===== config.mk =====
export PLATFORM = sky130hd
export DESIGN_NAME = mux_sel_stream
export DESIGN_NICKNAME = d
export VERILOG_FILES = /design/src/rtl/mux_sel_stream.sv
export SDC_FILE = /design/constraint.sdc
export NUM_CORES = 1
export LEC_CHECK = 0
export ABC_AREA = 1
export BUFFER_PORTS_ARGS = -buffer_cell sky130_fd_sc_hd__buf_2
export CAP_MARGIN = 20
export CORE_MARGIN = 2
export CORE_UTILIZATION = 51
export CTS_BUF_LIST = sky130_fd_sc_hd__clkbuf_16
export DETAILED_ROUTE_END_ITERATION = 8
export PLACE_DENSITY = 0.85
export REMOVE_ABC_BUFFERS = 1
export SYNTH_ARGS = -nofsm -noshare
export SYNTH_HDL_FRONTEND = slang
export SYNTH_SLANG_ARGS = --single-unit

===== constraint.sdc =====
create_clock -name clk -period 9.1 [get_ports clk]
set_input_delay 0.455 -clock clk [delete_from_list [all_inputs] [get_ports clk]]
set_output_delay 0.455 -clock clk [all_outputs]
set_load 0.005 [all_outputs]

===== src/rtl/mux_sel_stream.sv =====
// N-to-1 valid/ready stream selector with a single registered output stage.
// Channel chosen by explicit select or by round-robin over the valid inputs.
module mux_sel_stream #(
    parameter int unsigned WIDTH = 16,
    parameter int unsigned NCH   = 9,
    parameter int unsigned SELW  = 4
) (
    input  logic                  clk,
    input  logic                  areset,
    input  logic [NCH*WIDTH-1:0]  in_data,
    input  logic [NCH-1:0]        in_valid,
    output logic [NCH-1:0]        in_ready,
    input  logic [SELW-1:0]       sel,
    input  logic                  rr_mode,
    output logic [WIDTH-1:0]      out_data,
    output logic                  out_valid,
    input  logic                  out_ready,
    output logic [SELW-1:0]       out_chan,
    output logic                  sel_err
);

    localparam int unsigned SW1  = SELW + 1;
    localparam int unsigned DBLW = 2 * NCH;

    logic [WIDTH-1:0] out_data_d,  out_data_q;
    logic             out_valid_d, out_valid_q;
    logic [SELW-1:0]  out_chan_d,  out_chan_q;
    logic             sel_err_d,   sel_err_q;
    logic [SELW-1:0]  ptr_d,       ptr_q;

    logic             load_en_c;
    logic             sel_ok_c;
    logic [SELW-1:0]  rr_start_c;
    logic [DBLW-1:0]  rr_dbl_c;
    logic [NCH-1:0]   rr_rot_c;
    logic             rr_hit_c;
    logic [SELW-1:0]  rr_off_c;
    logic [SW1-1:0]   rr_sum_c;
    logic [SELW-1:0]  rr_idx_c;
    logic             cand_ok_c;
    logic [SELW-1:0]  cand_c;
    logic [NCH-1:0]   grant_c;
    logic             xfer_c;
    logic [WIDTH-1:0] grant_data_c;

    assign load_en_c = !out_valid_q || out_ready;
    assign sel_ok_c  = ({1'b0, sel} < SW1'(NCH));

    // Round-robin: rotate valids so the bit after the pointer sits at index 0.
    always_comb begin
        rr_start_c = (ptr_q >= SELW'(NCH - 1)) ? '0 : ptr_q + SELW'(1);
        rr_dbl_c   = {in_valid, in_valid} >> rr_start_c;
        rr_rot_c   = rr_dbl_c[NCH-1:0];
        rr_hit_c   = 1'b0;
        rr_off_c   = '0;
        for (int i = 0; i < NCH; i++) begin
            if (!rr_hit_c && rr_rot_c[i]) begin
                rr_hit_c = 1'b1;
                rr_off_c = SELW'(i);
            end
        end
        rr_sum_c = {1'b0, rr_start_c} + {1'b0, rr_off_c};
        if (rr_sum_c >= SW1'(NCH)) begin
            rr_sum_c = rr_sum_c - SW1'(NCH);
        end
        rr_idx_c = rr_sum_c[SELW-1:0];
    end

    // Candidate and one-hot grant; out-of-range candidates decode to no grant.
    always_comb begin
        if (rr_mode) begin
            cand_ok_c = rr_hit_c;
            cand_c    = rr_idx_c;
        end else begin
            cand_ok_c = sel_ok_c;
            cand_c    = sel;
        end
        grant_c = (load_en_c && cand_ok_c) ? (NCH'(1) << cand_c) : '0;
        xfer_c  = |(grant_c & in_valid);
        grant_data_c = '0;
        for (int k = 0; k < NCH; k++) begin
            if (grant_c[k]) begin
                grant_data_c = in_data[k*WIDTH +: WIDTH];
            end
        end
    end

    assign in_ready = areset ? '0 : grant_c;

    // Next-state for the output stage, pointer and error flag.
    always_comb begin
        out_data_d  = out_data_q;
        out_valid_d = out_valid_q;
        out_chan_d  = out_chan_q;
        ptr_d       = ptr_q;
        sel_err_d   = !rr_mode && !sel_ok_c;
        if (load_en_c) begin
            out_valid_d = xfer_c;
            if (xfer_c) begin
                out_data_d = grant_data_c;
                out_chan_d = cand_c;
            end
        end
        if (xfer_c && rr_mode) begin
            ptr_d = cand_c;
        end
    end

    always_ff @(posedge clk or posedge areset) begin
        if (areset) begin
            out_data_q  <= '1;
            out_valid_q <= 1'b0;
            out_chan_q  <= '0;
            sel_err_q   <= 1'b0;
            ptr_q       <= SELW'(NCH - 1);
        end else begin
            out_data_q  <= out_data_d;
            out_valid_q <= out_valid_d;
            out_chan_q  <= out_chan_d;
            sel_err_q   <= sel_err_d;
            ptr_q       <= ptr_d;
        end
    end

    assign out_data  = out_data_q;
    assign out_valid = out_valid_q;
    assign out_chan  = out_chan_q;
    assign sel_err   = sel_err_q;

endmodule


# [Word level (Yosys, flattened, before mapping)]
# Index checks and enable logic that the tools add are counted.
[classes] addsub=3 order_cmp=3 n_shift=2 muxes=32 bitwise=1 reduce_logical=25
[op_table] cell="$mux W16" count=9
[op_table] cell="$mux W4" count=10
[op_table] cell="$mux W9" count=2
[op_table] cell="$shr A18 B4 Y9" count=1
[op_table] cell="$logic_and A1 B1 Y1" count=11
[op_table] cell="$logic_not A1 Y1" count=11
[op_table] cell="$mux W1" count=11
[op_table] cell="$and A9 B9 Y9" count=1
[op_table] cell="$reduce_or A9 Y1" count=1
[op_table] cell="$shl A1 B4 Y9 const A" count=1
[op_table] cell="$add A4 B4 Y5" count=1
[op_table] cell="$ge A5 B4 Y1 const B" count=1
[op_table] cell="$add A4 B1 Y4 const B" count=1
[op_table] cell="$ge A4 B4 Y1 const B" count=1
[op_table] cell="$lt A4 B4 Y1 const B" count=1
[op_table] cell="$sub A4 B4 Y4 const B" count=1
[op_table] cell="$reduce_and A2 Y1" count=1
[op_table] cell="$logic_or A1 B1 Y1" count=1
[totals] ff_bits=26 input_bits=161 out_inout_bits=31

# [Depth between registers and ports, before layout]
[depth] word_depth=43 mapped_depth=40 mapped_depth_nobuf=38

# [Least setup slack after synthesis]
# Ideal clock, no wire load.
[synth_timing] path_type="register -> output" from="reg ptr_q[0]" to="out in_ready[2]" arrival_ps=4305 t_required_ps=8645 setup_slack_ps=4340 path_stages_with_launch=33 path_buffers=2 path_cell_list="dfrtp_1 > inv_1 > ha_1 > nand2_2 > inv_2 > buf_6 > nand3_1 > nand3_2 > nand3_2 > nand2_2 > nor2_4 > nand3_2 > nor2_4 > nand2_1 > nor2_1 > inv_1 > o211ai_1 > ha_1 > inv_1 > fa_1 > ha_1 > inv_1 > nand3_1 > nand2_1 > nand2_1 > nand2_1 > nand2_1 > nand2_1 > nand2_1 > nor3_2 > nand3_1 > clkbuf_1 > nor2_1"
[synth_via] elab_chain_len=35
[synth_lines] item="from (decl)" line_no="29" text="logic [SELW-1:0] ptr_d, ptr_q;"
[synth_lines] item="from (signal assigned)" line_no="115" text="ptr_q <= SELW'(NCH - 1);"
[synth_lines] item="from (signal assigned)" line_no="121" text="ptr_q <= ptr_d;"
[synth_lines] item="$add A4 B1 Y4 / $ge A4 B4 Y1 (equally long branches)" line_no="51" text="rr_start_c = (ptr_q >= SELW'(NCH - 1)) ? '0 : ptr_q + SELW'(1);"
[synth_lines] item="$mux W4 (*)" line_no="51"
[synth_lines] item="$shr A18 B4 Y9" line_no="52" text="rr_dbl_c = {in_valid, in_valid} >> rr_start_c;"
[synth_lines] item="$mux W1" line_no="57" text="if (!rr_hit_c && rr_rot_c[i]) begin"
[synth_lines] item="$logic_not A1 Y1" line_no="57"
[synth_lines] item="$logic_and A1 B1 Y1" line_no="57"
[synth_lines] item="$mux W1" line_no="57"
[synth_lines] item="$logic_not A1 Y1" line_no="57"
[synth_lines] item="[... 19 more ...]"
[synth_lines] item="$mux W4" line_no="57"
[synth_lines] item="$add A4 B4 Y5" line_no="62" text="rr_sum_c = {1'b0, rr_start_c} + {1'b0, rr_off_c};"
[synth_lines] item="$sub A4 B4 Y4 / $ge A5 B4 Y1 (equally long branches)" line_no="64, 63"
[synth_lines] item="$mux W4" line_no="63" text="if (rr_sum_c >= SW1'(NCH)) begin"
[synth_lines] item="$mux W4" line_no="71" text="if (rr_mode) begin"
[synth_lines] item="$shl A1 B4 Y9" line_no="78" text="grant_c = (load_en_c && cand_ok_c) ? (NCH'(1) << cand_c) : '0;"
[synth_lines] item="$mux W9 (*)" line_no="78"
[synth_lines] item="$mux W9 (*)" line_no="88" text="assign in_ready = areset ? '0 : grant_c;"
[synth_lines] item="to (decl)" line_no="12" text="output logic [NCH-1:0] in_ready,"
# Every way passes the cells marked *; elsewhere a longest branch is shown, timed or not.

# [Worst setup path after layout]
[layout_timing] from="reg ptr_q[0]" to="reg out_chan_q[1], in the netlist out_chan[1]"
[layout_via] elab_chain_len=37
[layout_lines] item="$add A4 B1 Y4 / $ge A4 B4 Y1 (equally long branches)" line_no="51"
[layout_lines] item="$mux W4 (*)" line_no="51"
[layout_lines] item="$shr A18 B4 Y9" line_no="52"
[layout_lines] item="$mux W1" line_no="57"
[layout_lines] item="$logic_not A1 Y1" line_no="57"
[layout_lines] item="$logic_and A1 B1 Y1" line_no="57"
[layout_lines] item="$mux W1" line_no="57"
[layout_lines] item="$logic_not A1 Y1" line_no="57"
[layout_lines] item="[... 21 more ...]"
[layout_lines] item="$sub A4 B4 Y4 / $ge A5 B4 Y1 (equally long branches)" line_no="64, 63"
[layout_lines] item="$mux W4" line_no="63"
[layout_lines] item="$mux W4" line_no="71"
[layout_lines] item="$shl A1 B4 Y9" line_no="78"
[layout_lines] item="$mux W9" line_no="78"
[layout_lines] item="$and A9 B9 Y9" line_no="79" text="xfer_c = |(grant_c & in_valid);"
[layout_lines] item="$reduce_or A9 Y1" line_no="79"
[layout_lines] item="$reduce_and A2 Y1 (no source line)"
[layout_lines] item="to (signal assigned)" line_no="119" text="out_chan_q <= out_chan_d;"
[layout_lines] item="to (decl)" line_no="27" text="logic [SELW-1:0] out_chan_d, out_chan_q;"
# Marked as above.
# A chain may end at the register's enable or synchronous reset.

==> impl_results.md <==
- Status: finished, final reports clean
- Simple-gate share of the synthesized area: 57.0%
- Via density per instance: 5.64
- Compound-gate portion of the synthesized area: 7.22%
- Post-Synth XOR/XNOR Area: 0.451%
- Final Util: 67.1%
- Core area: 7290 µm²
- Measured slew at the worst slew-check pin: 0.974 ns
- Crit. End Element: flop
- Initial DRC count: 280
- Crit Path Max Fanout: 19
- Largest area contributor in the netlist: nand2_1
- Number of flops mapped to enable cells by yosys: 0
- Top cell type's share of synthesized area: 16.8%
- Peak supply drop: 0.000283 V
- Fillers: 723
- Critical path class: reg2reg
- Fin. max-slew vios: 0
- Resize count post-CTS: 0
- PortBufs: 191
- Clk sink count: 26
- Initial core utilization: 53.2%
- Dpl cells: 932
- Leak: 2.82 nW
- Most numerous cell in the Yosys netlist: nand2_1
- Post-Syn Area: 3880 µm²
- Post-CTS setup buffer count: 0
- Max-cap viol count: 0
- Final Hold Fails: 0
- Post-synth top flop: dfstp_2
- Worst path most repeated cell: nand2_1
- Total wire length: 14.7 mm
- Yosys cell types: 41
- GRT overflow: 0
- Initial antenna violation count: 0
- TritonRoute pass-1 iters: 6
- FMAX: 153 MHz
- Async SR Flop Fraction: 100%
- Final ANT Viol Nets: 0
- Clock Tree Buf Depth: 2
- Critical path's slowest cell: nand3_1
- Clk pin slew, worst setup/hold paths: 0.07 ns
- Worst min-delay path category: in2reg
- Largest net degree at the start of global routing: 60
- Die area: 8320 µm²
- CTS root buffer: clkbuf_16
- Largest family of logic cells by synthesized area: simple AND/OR/NAND/NOR gates
- Clock buffers created by TritonCTS: 3
- Worst Skew: 0.00389 ns
- WL per Instance: 15.7 µm
- CTS tree: yes
- Vias in the first global route: 4547
- DRC: 0
- N_diodes: 0
- Req. time, crit path: 9.23 ns
- Sequential share of the synthesized area: 17.3%
- Crit path DAT: 6.66 ns
- Mapped Cells: 675
- Relative slew slack: 34.9%
- Layout cells sized above 1: 31.4%
- Final setup viols: 0
- Clk_lat worst skew: 0.26 ns
- Worst path max stage delay: 0.62 ns
- Tcrit/Tclk final: 71.7%
- Die W: 91.2 µm
- Site Rows: 31
- Pwr dens: 473 nW/µm²
- Total power: 2.31 mW
- IO Pins: 192
- Commonest cells in the netlist: nand2_1 (174), inv_1 (95), nand4_1 (76)
- RSZ-0062 raised after global routing: no
- Chip height: 91.2 µm
- Post-Synth Adder-Cell Area: 3.09%
- Startpoint types: flop
- Yosys reg bits: 26
- Post-synthesis mux area share: 0%
- Syn avg cell area: 5.75 µm²
- GPL Wtd Cong: 1.02
- Total track usage: 33.1%
- HPWL Detailed: 11.7 mm
- Syn-to-layout area delta: 26.0%
- YS warnings: 0
- H-tree depth: 1
- Via count: 5278
- Fin Setup TNS: 0 ns
- CTS Hold Buffers Added: 0
- Tmin final: 6.53 ns
- Fin cells: 936
- First-pass GRT wire length: 22.3 mm
- Nets: 1008
- Largest cells by area after synthesis: nand2_1 (17%), nand4_1 (12%), dfstp_2 (12%), nand3_1 (9.7%), inv_1 (9.2%)
-- through the flow --
step / area, µm² / worst slack [ns] / hold slack (ns)
global placement: 4790 / 2.97 / 0.463
floorplan: 3680 / 3.91 / 0.457
detailed placement: 4790 / 2.79 / 0.461
global route: 4890 / 2.02 / 0.458
CTS: 4890 / 2.74 / 0.410
finish: 4890 / 2.57 / 0.404
-- state kept, by name (all words and copies together) (netlist names) --
signal / cells
out_data: 16
out_chan: 4
ptr_q: 4
out_valid: 1
sel_err: 1
-- path summary, 6_finish.rpt --
path | from | endpoint | slack [ns] | cells past startpoint
worst min-delay path | out_ready | out_valid | 0.40 | 2
worst max-delay path | ptr_q[0] | out_chan[1] | 2.57 | 37
max in group asynchronous | areset | out_chan[2] | 8.01 | 2
worst max register to register | ptr_q[0] | out_chan[1] | 2.57 | 37
worst min register to register | out_data[12] | out_data[12] | 0.48 | 2
min in group asynchronous | areset | out_chan[0] | 0.52 | 2
-- layer usage --
layer / up-vias / global-route usage [%] / wire [µm]
met1: 2392 / 45.3 / 5910
met5: - / 0 / 0
li1: 2549 / - / -
met2: 303 / 55.3 / 7030
met4: 0 / 11.5 / 455
met3: 34 / 2.24 / 1260
-- kinds of logic after synthesis --
family          after synthesis
simple gates                452
buf+inv                     136
compound gates               50
flops                        26
fa+ha+maj                     9
xor+xnor                      2
-- report_power, final --
group          internal, mW  leakage [nW]  switching (mW)
logic                 0.664          2.47            1.26
registers             0.216         0.291          0.0399
clock network        0.0875        0.0511          0.0399
-- final cells by class --
cell class,count,area (µm²),area share [%]
inverters,101,380,7.78
repair buffers,193,971,19.9
multi-input cells,513,2640,54.0
well taps,99,124,2.53
flip-flops and latches,26,672,13.7
clock buffers,3,75.1,1.53
clock inverters,1,30.0,0.614
-- cells in the final DEF, fill, tap and decap left out, drive strengths merged, types with 2 or more instances in the layout --
master / count
dfstp: 17
xnor2: 2
a22oi: 4
nor2: 78
nand3: 83
o21ai: 18
a31oi: 2
inv: 100
buf: 193
clkbuf: 3
nand4: 77
nor3: 7
ha: 8
or2: 21
nand2: 180
nor4: 2
a21oi: 21
o211ai: 2
dfrtp: 9
-- critical path: cells and delay by family, from the launching register on --
kind                       cells  cell delay [ns]
buffers and inverters          5             0.63
xor gates and xnor gates       1             0.33
AOI/OAI and AO/OA              3             0.59
DFF                            1             0.42
adders and majority gates      3             0.92
and+or+nand+nor               25             3.48
Note: power is estimated with default switching activity, not from simulation.
